===== src/rtl/fw_interface_arb_if.sv =====
// Bus bundle between the firmware-interface arbiter, its two Wishbone masters
// and the shared slave; the master modport is the arbiter's own view.
interface fw_interface_arb_if;
   logic [63:0] m_adr_i;
   logic [63:0] m_dat_i;
   logic [7:0]  m_sel_i;
   logic [1:0]  m_we_i;
   logic [1:0]  m_cyc_i;
   logic [1:0]  m_stb_i;
   logic [1:0]  m_ack_o;
   logic [1:0]  m_err_o;
   logic [1:0]  m_rty_o;
   logic [63:0] m_dat_o;
   logic [31:0] s_adr_o;
   logic [31:0] s_dat_o;
   logic [3:0]  s_sel_o;
   logic        s_we_o;
   logic        s_cyc_o;
   logic        s_stb_o;
   logic        s_ack_i;
   logic        s_err_i;
   logic        s_rty_i;
   logic [31:0] s_dat_i;

   modport master (
      input  m_adr_i, m_dat_i, m_sel_i, m_we_i, m_cyc_i, m_stb_i,
      input  s_ack_i, s_err_i, s_rty_i, s_dat_i,
      output m_ack_o, m_err_o, m_rty_o, m_dat_o,
      output s_adr_o, s_dat_o, s_sel_o, s_we_o, s_cyc_o, s_stb_o
   );

   modport slave (
      output m_adr_i, m_dat_i, m_sel_i, m_we_i, m_cyc_i, m_stb_i,
      output s_ack_i, s_err_i, s_rty_i, s_dat_i,
      input  m_ack_o, m_err_o, m_rty_o, m_dat_o,
      input  s_adr_o, s_dat_o, s_sel_o, s_we_o, s_cyc_o, s_stb_o
   );
endinterface


===== src/rtl/fw_interface_arb.sv =====
// Two-master round-robin Wishbone arbiter for the firmware test interface slave,
// with a stall watchdog that aborts hung bus cycles.
module fw_interface_arb #(
   parameter int TIMEOUT_CYCLES = 256,
   parameter int TO_WIDTH       = 16
) (
   input  logic                      wb_clk_i,
   input  logic                      wb_rst_i,
   fw_interface_arb_if.master        bus,
   output logic [1:0]                grant_o,
   output logic                      timeout_o
);
   localparam logic [1:0] ST_IDLE  = 2'd0;
   localparam logic [1:0] ST_GRANT = 2'd1;
   localparam logic [1:0] ST_ABORT = 2'd2;
   localparam logic [TO_WIDTH-1:0] TO_LIMIT = TO_WIDTH'(TIMEOUT_CYCLES);

   logic [1:0]          state_reg, state_next;
   logic                gnt_reg, gnt_next;
   logic                last_reg, last_next;
   logic [TO_WIDTH-1:0] wd_reg, wd_next, wd_inc;
   logic                timeout_reg, timeout_next;
   logic                g_cyc, g_stb, s_resp, in_grant, in_abort;
   logic [1:0]          gnt_oh, ack_v, err_v, rty_v;
   logic [63:0]         dat_v;

   assign g_cyc    = bus.m_cyc_i[gnt_reg];
   assign g_stb    = bus.m_stb_i[gnt_reg];
   assign s_resp   = bus.s_ack_i | bus.s_err_i | bus.s_rty_i;
   assign in_grant = (state_reg == ST_GRANT);
   assign in_abort = (state_reg == ST_ABORT);
   assign wd_inc   = wd_reg + 1'b1;

   always_comb begin
      state_next   = state_reg;
      gnt_next     = gnt_reg;
      last_next    = last_reg;
      wd_next      = '0;
      timeout_next = 1'b0;
      case (state_reg)
         ST_IDLE: begin
            // Contention goes to whoever did not own the previous cycle.
            if (|bus.m_cyc_i) begin
               state_next = ST_GRANT;
               gnt_next   = (&bus.m_cyc_i) ? ~last_reg : bus.m_cyc_i[1];
            end
         end
         ST_GRANT: begin
            if (!g_cyc) begin
               state_next = ST_IDLE;
               last_next  = gnt_reg;
            end else if (TIMEOUT_CYCLES != 0 && g_stb && !s_resp) begin
               wd_next = wd_inc;
               if (wd_inc == TO_LIMIT) begin
                  state_next   = ST_ABORT;
                  timeout_next = 1'b1;
               end
            end
         end
         ST_ABORT: begin
            if (!g_cyc) begin
               state_next = ST_IDLE;
               last_next  = gnt_reg;
            end
         end
         default: state_next = ST_IDLE;
      endcase
   end

   always_ff @(posedge wb_clk_i) begin
      if (wb_rst_i) begin
         state_reg   <= ST_IDLE;
         gnt_reg     <= 1'b0;
         last_reg    <= 1'b1;
         wd_reg      <= '0;
         timeout_reg <= 1'b0;
      end else begin
         state_reg   <= state_next;
         gnt_reg     <= gnt_next;
         last_reg    <= last_next;
         wd_reg      <= wd_next;
         timeout_reg <= timeout_next;
      end
   end

   assign gnt_oh    = (state_reg == ST_IDLE) ? 2'b00 : (gnt_reg ? 2'b10 : 2'b01);
   assign grant_o   = gnt_oh;
   assign timeout_o = timeout_reg;

   // Request path: combinational from the owner, forced quiet outside GRANT.
   assign bus.s_adr_o = in_grant ? (gnt_reg ? bus.m_adr_i[63:32] : bus.m_adr_i[31:0]) : 32'd0;
   assign bus.s_dat_o = in_grant ? (gnt_reg ? bus.m_dat_i[63:32] : bus.m_dat_i[31:0]) : 32'd0;
   assign bus.s_sel_o = in_grant ? (gnt_reg ? bus.m_sel_i[7:4] : bus.m_sel_i[3:0]) : 4'd0;
   assign bus.s_we_o  = in_grant & bus.m_we_i[gnt_reg];
   assign bus.s_cyc_o = in_grant & g_cyc;
   assign bus.s_stb_o = in_grant & g_cyc & g_stb;

   generate
      for (genvar gi = 0; gi < 2; gi++) begin : g_resp
         assign ack_v[gi] = in_grant & gnt_oh[gi] & bus.s_ack_i;
         assign rty_v[gi] = in_grant & gnt_oh[gi] & bus.s_rty_i;
         // The abort error is the one-cycle timeout pulse, not a slave response.
         assign err_v[gi] = gnt_oh[gi] & ((in_grant & bus.s_err_i) | (in_abort & timeout_reg));
         assign dat_v[32*gi +: 32] = (in_grant && gnt_oh[gi]) ? bus.s_dat_i : 32'd0;
      end
   endgenerate

   assign bus.m_ack_o = ack_v;
   assign bus.m_err_o = err_v;
   assign bus.m_rty_o = rty_v;
   assign bus.m_dat_o = dat_v;
endmodule


===== src/flat_wrapper.sv =====
// flat-port wrapper written by rule: the top's interface ports become plain ports
module fw_interface_arb_flat 
#(
   parameter int TIMEOUT_CYCLES = 256,
   parameter int TO_WIDTH       = 16
)
  (wb_clk_i, wb_rst_i, grant_o, timeout_o, bus_m_adr_i, bus_m_dat_i, bus_m_sel_i, bus_m_we_i, bus_m_cyc_i, bus_m_stb_i, bus_s_ack_i, bus_s_err_i, bus_s_rty_i, bus_s_dat_i, bus_m_ack_o, bus_m_err_o, bus_m_rty_o, bus_m_dat_o, bus_s_adr_o, bus_s_dat_o, bus_s_sel_o, bus_s_we_o, bus_s_cyc_o, bus_s_stb_o);
  fw_interface_arb_if bus_i ();
  input  logic wb_clk_i;
  input  logic wb_rst_i;
  output logic [1:0] grant_o;
  output logic timeout_o;
  input wire logic [$bits(bus_i.m_adr_i)-1:0] bus_m_adr_i;
  input wire logic [$bits(bus_i.m_dat_i)-1:0] bus_m_dat_i;
  input wire logic [$bits(bus_i.m_sel_i)-1:0] bus_m_sel_i;
  input wire logic [$bits(bus_i.m_we_i)-1:0] bus_m_we_i;
  input wire logic [$bits(bus_i.m_cyc_i)-1:0] bus_m_cyc_i;
  input wire logic [$bits(bus_i.m_stb_i)-1:0] bus_m_stb_i;
  input wire logic [$bits(bus_i.s_ack_i)-1:0] bus_s_ack_i;
  input wire logic [$bits(bus_i.s_err_i)-1:0] bus_s_err_i;
  input wire logic [$bits(bus_i.s_rty_i)-1:0] bus_s_rty_i;
  input wire logic [$bits(bus_i.s_dat_i)-1:0] bus_s_dat_i;
  output wire logic [$bits(bus_i.m_ack_o)-1:0] bus_m_ack_o;
  output wire logic [$bits(bus_i.m_err_o)-1:0] bus_m_err_o;
  output wire logic [$bits(bus_i.m_rty_o)-1:0] bus_m_rty_o;
  output wire logic [$bits(bus_i.m_dat_o)-1:0] bus_m_dat_o;
  output wire logic [$bits(bus_i.s_adr_o)-1:0] bus_s_adr_o;
  output wire logic [$bits(bus_i.s_dat_o)-1:0] bus_s_dat_o;
  output wire logic [$bits(bus_i.s_sel_o)-1:0] bus_s_sel_o;
  output wire logic [$bits(bus_i.s_we_o)-1:0] bus_s_we_o;
  output wire logic [$bits(bus_i.s_cyc_o)-1:0] bus_s_cyc_o;
  output wire logic [$bits(bus_i.s_stb_o)-1:0] bus_s_stb_o;
  assign bus_i.m_adr_i = bus_m_adr_i;
  assign bus_i.m_dat_i = bus_m_dat_i;
  assign bus_i.m_sel_i = bus_m_sel_i;
  assign bus_i.m_we_i = bus_m_we_i;
  assign bus_i.m_cyc_i = bus_m_cyc_i;
  assign bus_i.m_stb_i = bus_m_stb_i;
  assign bus_i.s_ack_i = bus_s_ack_i;
  assign bus_i.s_err_i = bus_s_err_i;
  assign bus_i.s_rty_i = bus_s_rty_i;
  assign bus_i.s_dat_i = bus_s_dat_i;
  assign bus_m_ack_o = bus_i.m_ack_o;
  assign bus_m_err_o = bus_i.m_err_o;
  assign bus_m_rty_o = bus_i.m_rty_o;
  assign bus_m_dat_o = bus_i.m_dat_o;
  assign bus_s_adr_o = bus_i.s_adr_o;
  assign bus_s_dat_o = bus_i.s_dat_o;
  assign bus_s_sel_o = bus_i.s_sel_o;
  assign bus_s_we_o = bus_i.s_we_o;
  assign bus_s_cyc_o = bus_i.s_cyc_o;
  assign bus_s_stb_o = bus_i.s_stb_o;
  fw_interface_arb #(.TIMEOUT_CYCLES(TIMEOUT_CYCLES), .TO_WIDTH(TO_WIDTH)) u_core (.wb_clk_i(wb_clk_i), .wb_rst_i(wb_rst_i), .bus(bus_i), .grant_o(grant_o), .timeout_o(timeout_o));
endmodule

===== config.mk =====
export PLATFORM = sky130hd
export DESIGN_NAME = fw_interface_arb_flat
export DESIGN_NICKNAME = d
export VERILOG_FILES = /design/src/rtl/fw_interface_arb_if.sv /design/src/rtl/fw_interface_arb.sv /design/src/flat_wrapper.sv
export SDC_FILE = /design/constraint.sdc
export NUM_CORES = 1
export LEC_CHECK = 0
export CORE_AREA = 2 2 125 127
export CTS_BUF_LIST = sky130_fd_sc_hd__clkbuf_8 sky130_fd_sc_hd__clkbuf_16
export DETAILED_ROUTE_END_ITERATION = 12
export DIE_AREA = 0 0 127 129
export PLACE_DENSITY_LB_ADDON = 0.15
export SYNTH_ARGS = -nofsm -noshare
export SYNTH_HDL_FRONTEND = slang
export SYNTH_SLANG_ARGS = --single-unit

===== constraint.sdc =====
create_clock -name wb_clk_i -period 2.05 [get_ports wb_clk_i]
set_clock_uncertainty 0.2 [all_clocks]
set_input_delay 0.41 -clock wb_clk_i [delete_from_list [all_inputs] [get_ports wb_clk_i]]
set_output_delay 0.41 -clock wb_clk_i [all_outputs]
set_load 0.1 [all_outputs]

==> reports/results.tsv <==
stage	metric	value	unit
global_routing	antenna_found_initial	0	
power_and_ir_drop	peakVddDrop	0.5094	mV
finish	diodes	0	
timing	hold_ws	0.2664	ns
global_routing	grt_max_degree	69	
drt	highest-signal-layer	met4	
placement	placed_area	8989	um^2
setup_path	crit_fanout	4	
timing	min_period	2.249	ns
clocking	cts_max_path_buffers	2	
logic_synthesis	seq_area_frac_synth	14.61	%
floorplanning	die_area	16380	um^2
logic_synthesis	ys_seq_elements	21	
logic_synthesis	syn_inst	377	
floorplanning	start_util	19.21	%
global_routing	grt_usage	21.03	%
drt	route.met2.wl	10430	um
finish	finalInstanceArea	10300	um^2
drt	ant_nets	0	
timing	finalHoldViolCount	0	
drt	dr_total_vias	4367	
clocking	h-tree-depth	1	
floorplanning	die_w	127	um
global_routing	grt_pass1_wl	26870	um
logic_synthesis	synth.distinct_cells	43	
clocking	cts_sinks	21	
logic_synthesis	ys_warn_count	0	
setup_path	cp-end-kind	primary output	
clocking	cts_tree	done	
power_and_ir_drop	power.total	4995	uW
setup_path	crit_type	flop to primary output	
timing	setup_viol	143	
flow_run	cap_violations	0	
logic_synthesis	synth_edf_count	0	
timing	slew_headroom	75.16	%
setup_path	rr_worst_depth	6	
drt	met3WireLength	1487	um
global_routing	grt_pass1_vias	4485	
timing	finalWorstSetupSlack	-0.1988	ns
logic_synthesis	syn_area	2878	um^2
logic_synthesis	syn_avg_cell_area	7.633	um^2
drt	drc	0	
clocking	cts_root_buf	clkbuf_16	
timing	rsz0062_at_grt	true	
drt	routedWlPerCell	20.61	um
placement	port_buffers	322	
timing	fin_crit_sh	109.7	%
power_and_ir_drop	power.density	484.8	nW/um^2
floorplanning	coreArea	14980	um^2
power_and_ir_drop	static-leakage-power	0.003915	uW
finish	largest_reg_flops	16	
logic_synthesis	dominantRegCellSynth	dfxtp_1	
drt	via_per_inst	4.616	
setup_path	worstPathArrival	1.64	ns
finish	final_cell_mix	clkdlybuf4s50_1, buf_12, nor2b_4	
drt	finalWirelength	19500	um
drt	drt_iter0_drc	168	
floorplanning	die_y	129	um
timing	slew_viol_final	0	
timing	worst_pin_slew	0.3726	ns
placement	place_ws	-0.4312	ns
finish	area_delta_synth_final	258.1	%
finish	final_common_cell	clkdlybuf4s50_1	
floorplanning	ios	323	
placement	place_congestion	0.8288	
finish	drive_gt1_share	61.08	%
finish	num-fill-cells	1038	
placement	dp_hpwl	13900	um
global_routing	grt_overflow	0	
logic_synthesis	ys_async_sr_fraction	0	%
outcome	violations	negative setup slack	
drt	routedLengthMet1	7438	um
min_path	hp-class	flop to flop	
clocking	clkLatencyLatePin	0.26	ns
drt	drt-pass1-iter-count	4	
setup_path	worstPathRequired	1.44	ns
min_path	min_path_cells	1	
outcome	outcome	finished, violations left	
logic_synthesis	synthesis.nets	560	
floorplanning	rows	45	
timing	timing.fmax	444.7	MHz
clocking	clk_pin_slew	0.06	ns
finish	nNetsFinal	942	
setup_path	start_kind	flop	
clocking	cts_hold_buf	0	
clocking	cts_buffers	3	
## layout make-up
class	instances	area, um^2	area share [%]
timing repair buffer	409	5864	56.91
multi-input combinational	315	3637	35.30
sequential	21	446.7	4.335
tap	188	235.2	2.283
clock buffer	3	75.07	0.7285
inverter	9	41.29	0.4007
clock inverter	1	5.005	0.04857
## worst max-delay path: stages, from the launching register on
cell,delay [ns]
dfxtp_4,0.38
inv_4,0.05
ha_4,0.17
nor2_4,0.14
buf_12,0.15
clkbuf_16,0.14
and3_4,0.18
buf_12,0.17
## through the flow
step / utilization, % / TNS (ns) / instances
after CTS: 66.12 / -20.73 / 936
final: 68.81 / -20.70 / 946
after detailed placement: 60.02 / -6.481 / 900
after floorplan: - / -6.284 / 377
after global routing: 68.81 / -27.20 / 946
after global placement: 60.02 / -6.300 / 900
## cells in the mapped netlist (all sizes together), types with 3 or more instances
| cell | number | area share [%] |
|---|---|---|
| inv | 9 | 1.2 |
| clkbuf | 23 | 3.0 |
| or3 | 3 | 0.83 |
| nand2 | 9 | 1.3 |
| a21oi | 4 | 0.70 |
| nor3 | 10 | 2.3 |
| and3 | 69 | 15 |
| nor2b | 71 | 15 |
| dfxtp | 21 | 15 |
| buf | 9 | 1.5 |
| nor2 | 26 | 3.4 |
| nand4 | 5 | 1.3 |
| ha | 4 | 1.7 |
| mux2i | 72 | 25 |
| or4 | 3 | 0.78 |
| nand3 | 5 | 1.2 |
| xnor2 | 12 | 3.7 |
## final timing paths
path	start	endpoint	slack, ns
worst max-delay path	u_core.state_reg[0]$_SDFFE_PP0P_	bus_m_dat_o[11]	-0.20
worst min-delay path	u_core.wd_reg[0]$_SDFF_PP0_	u_core.wd_reg[0]$_SDFF_PP0_	0.27
worst max register to register	u_core.wd_reg[0]$_SDFF_PP0_	u_core.state_reg[1]$_SDFFE_PP0P_	-0.06
worst min register to register	u_core.wd_reg[0]$_SDFF_PP0_	u_core.wd_reg[0]$_SDFF_PP0_	0.27
## timing repair
action / in CTS / in global routing
resized for setup: 74 / 61
pin swaps: 14 / 39
setup endpoints to repair: 161 / 162
gates cloned: 10 / 9
buffers inserted: 24 / 7
## kinds of logic after synthesis
family | count (synthesis) | synth area share (%)
mux | 72 | 25.04
compound gates | 17 | 5.392
buf+inv | 41 | 5.695
xor+xnor | 14 | 4.261
simple gates | 208 | 43.26
fa+ha+maj | 4 | 1.739
flops | 21 | 14.61
## metal layers
metal | track usage [%] | up-vias
met4 | 1.745 | 0
li1 | - | 2096
met2 | 40.58 | 168
met1 | 24.00 | 2089
met3 | 5.780 | 14
met5 | 0 | -
## report_power, final
group | internal (uW) | total, uW | leakage (uW) | switching (uW)
Sequential | 413 | 425 | 0.000177 | 12.1
Clock | 262 | 422 | 0.0000409 | 160
Combinational | 1900 | 4150 | 0.00370 | 2250
Total | 2580 | 5000 | 0.00391 | 2420
No activity file was read; power rests on OpenSTA's default activity.
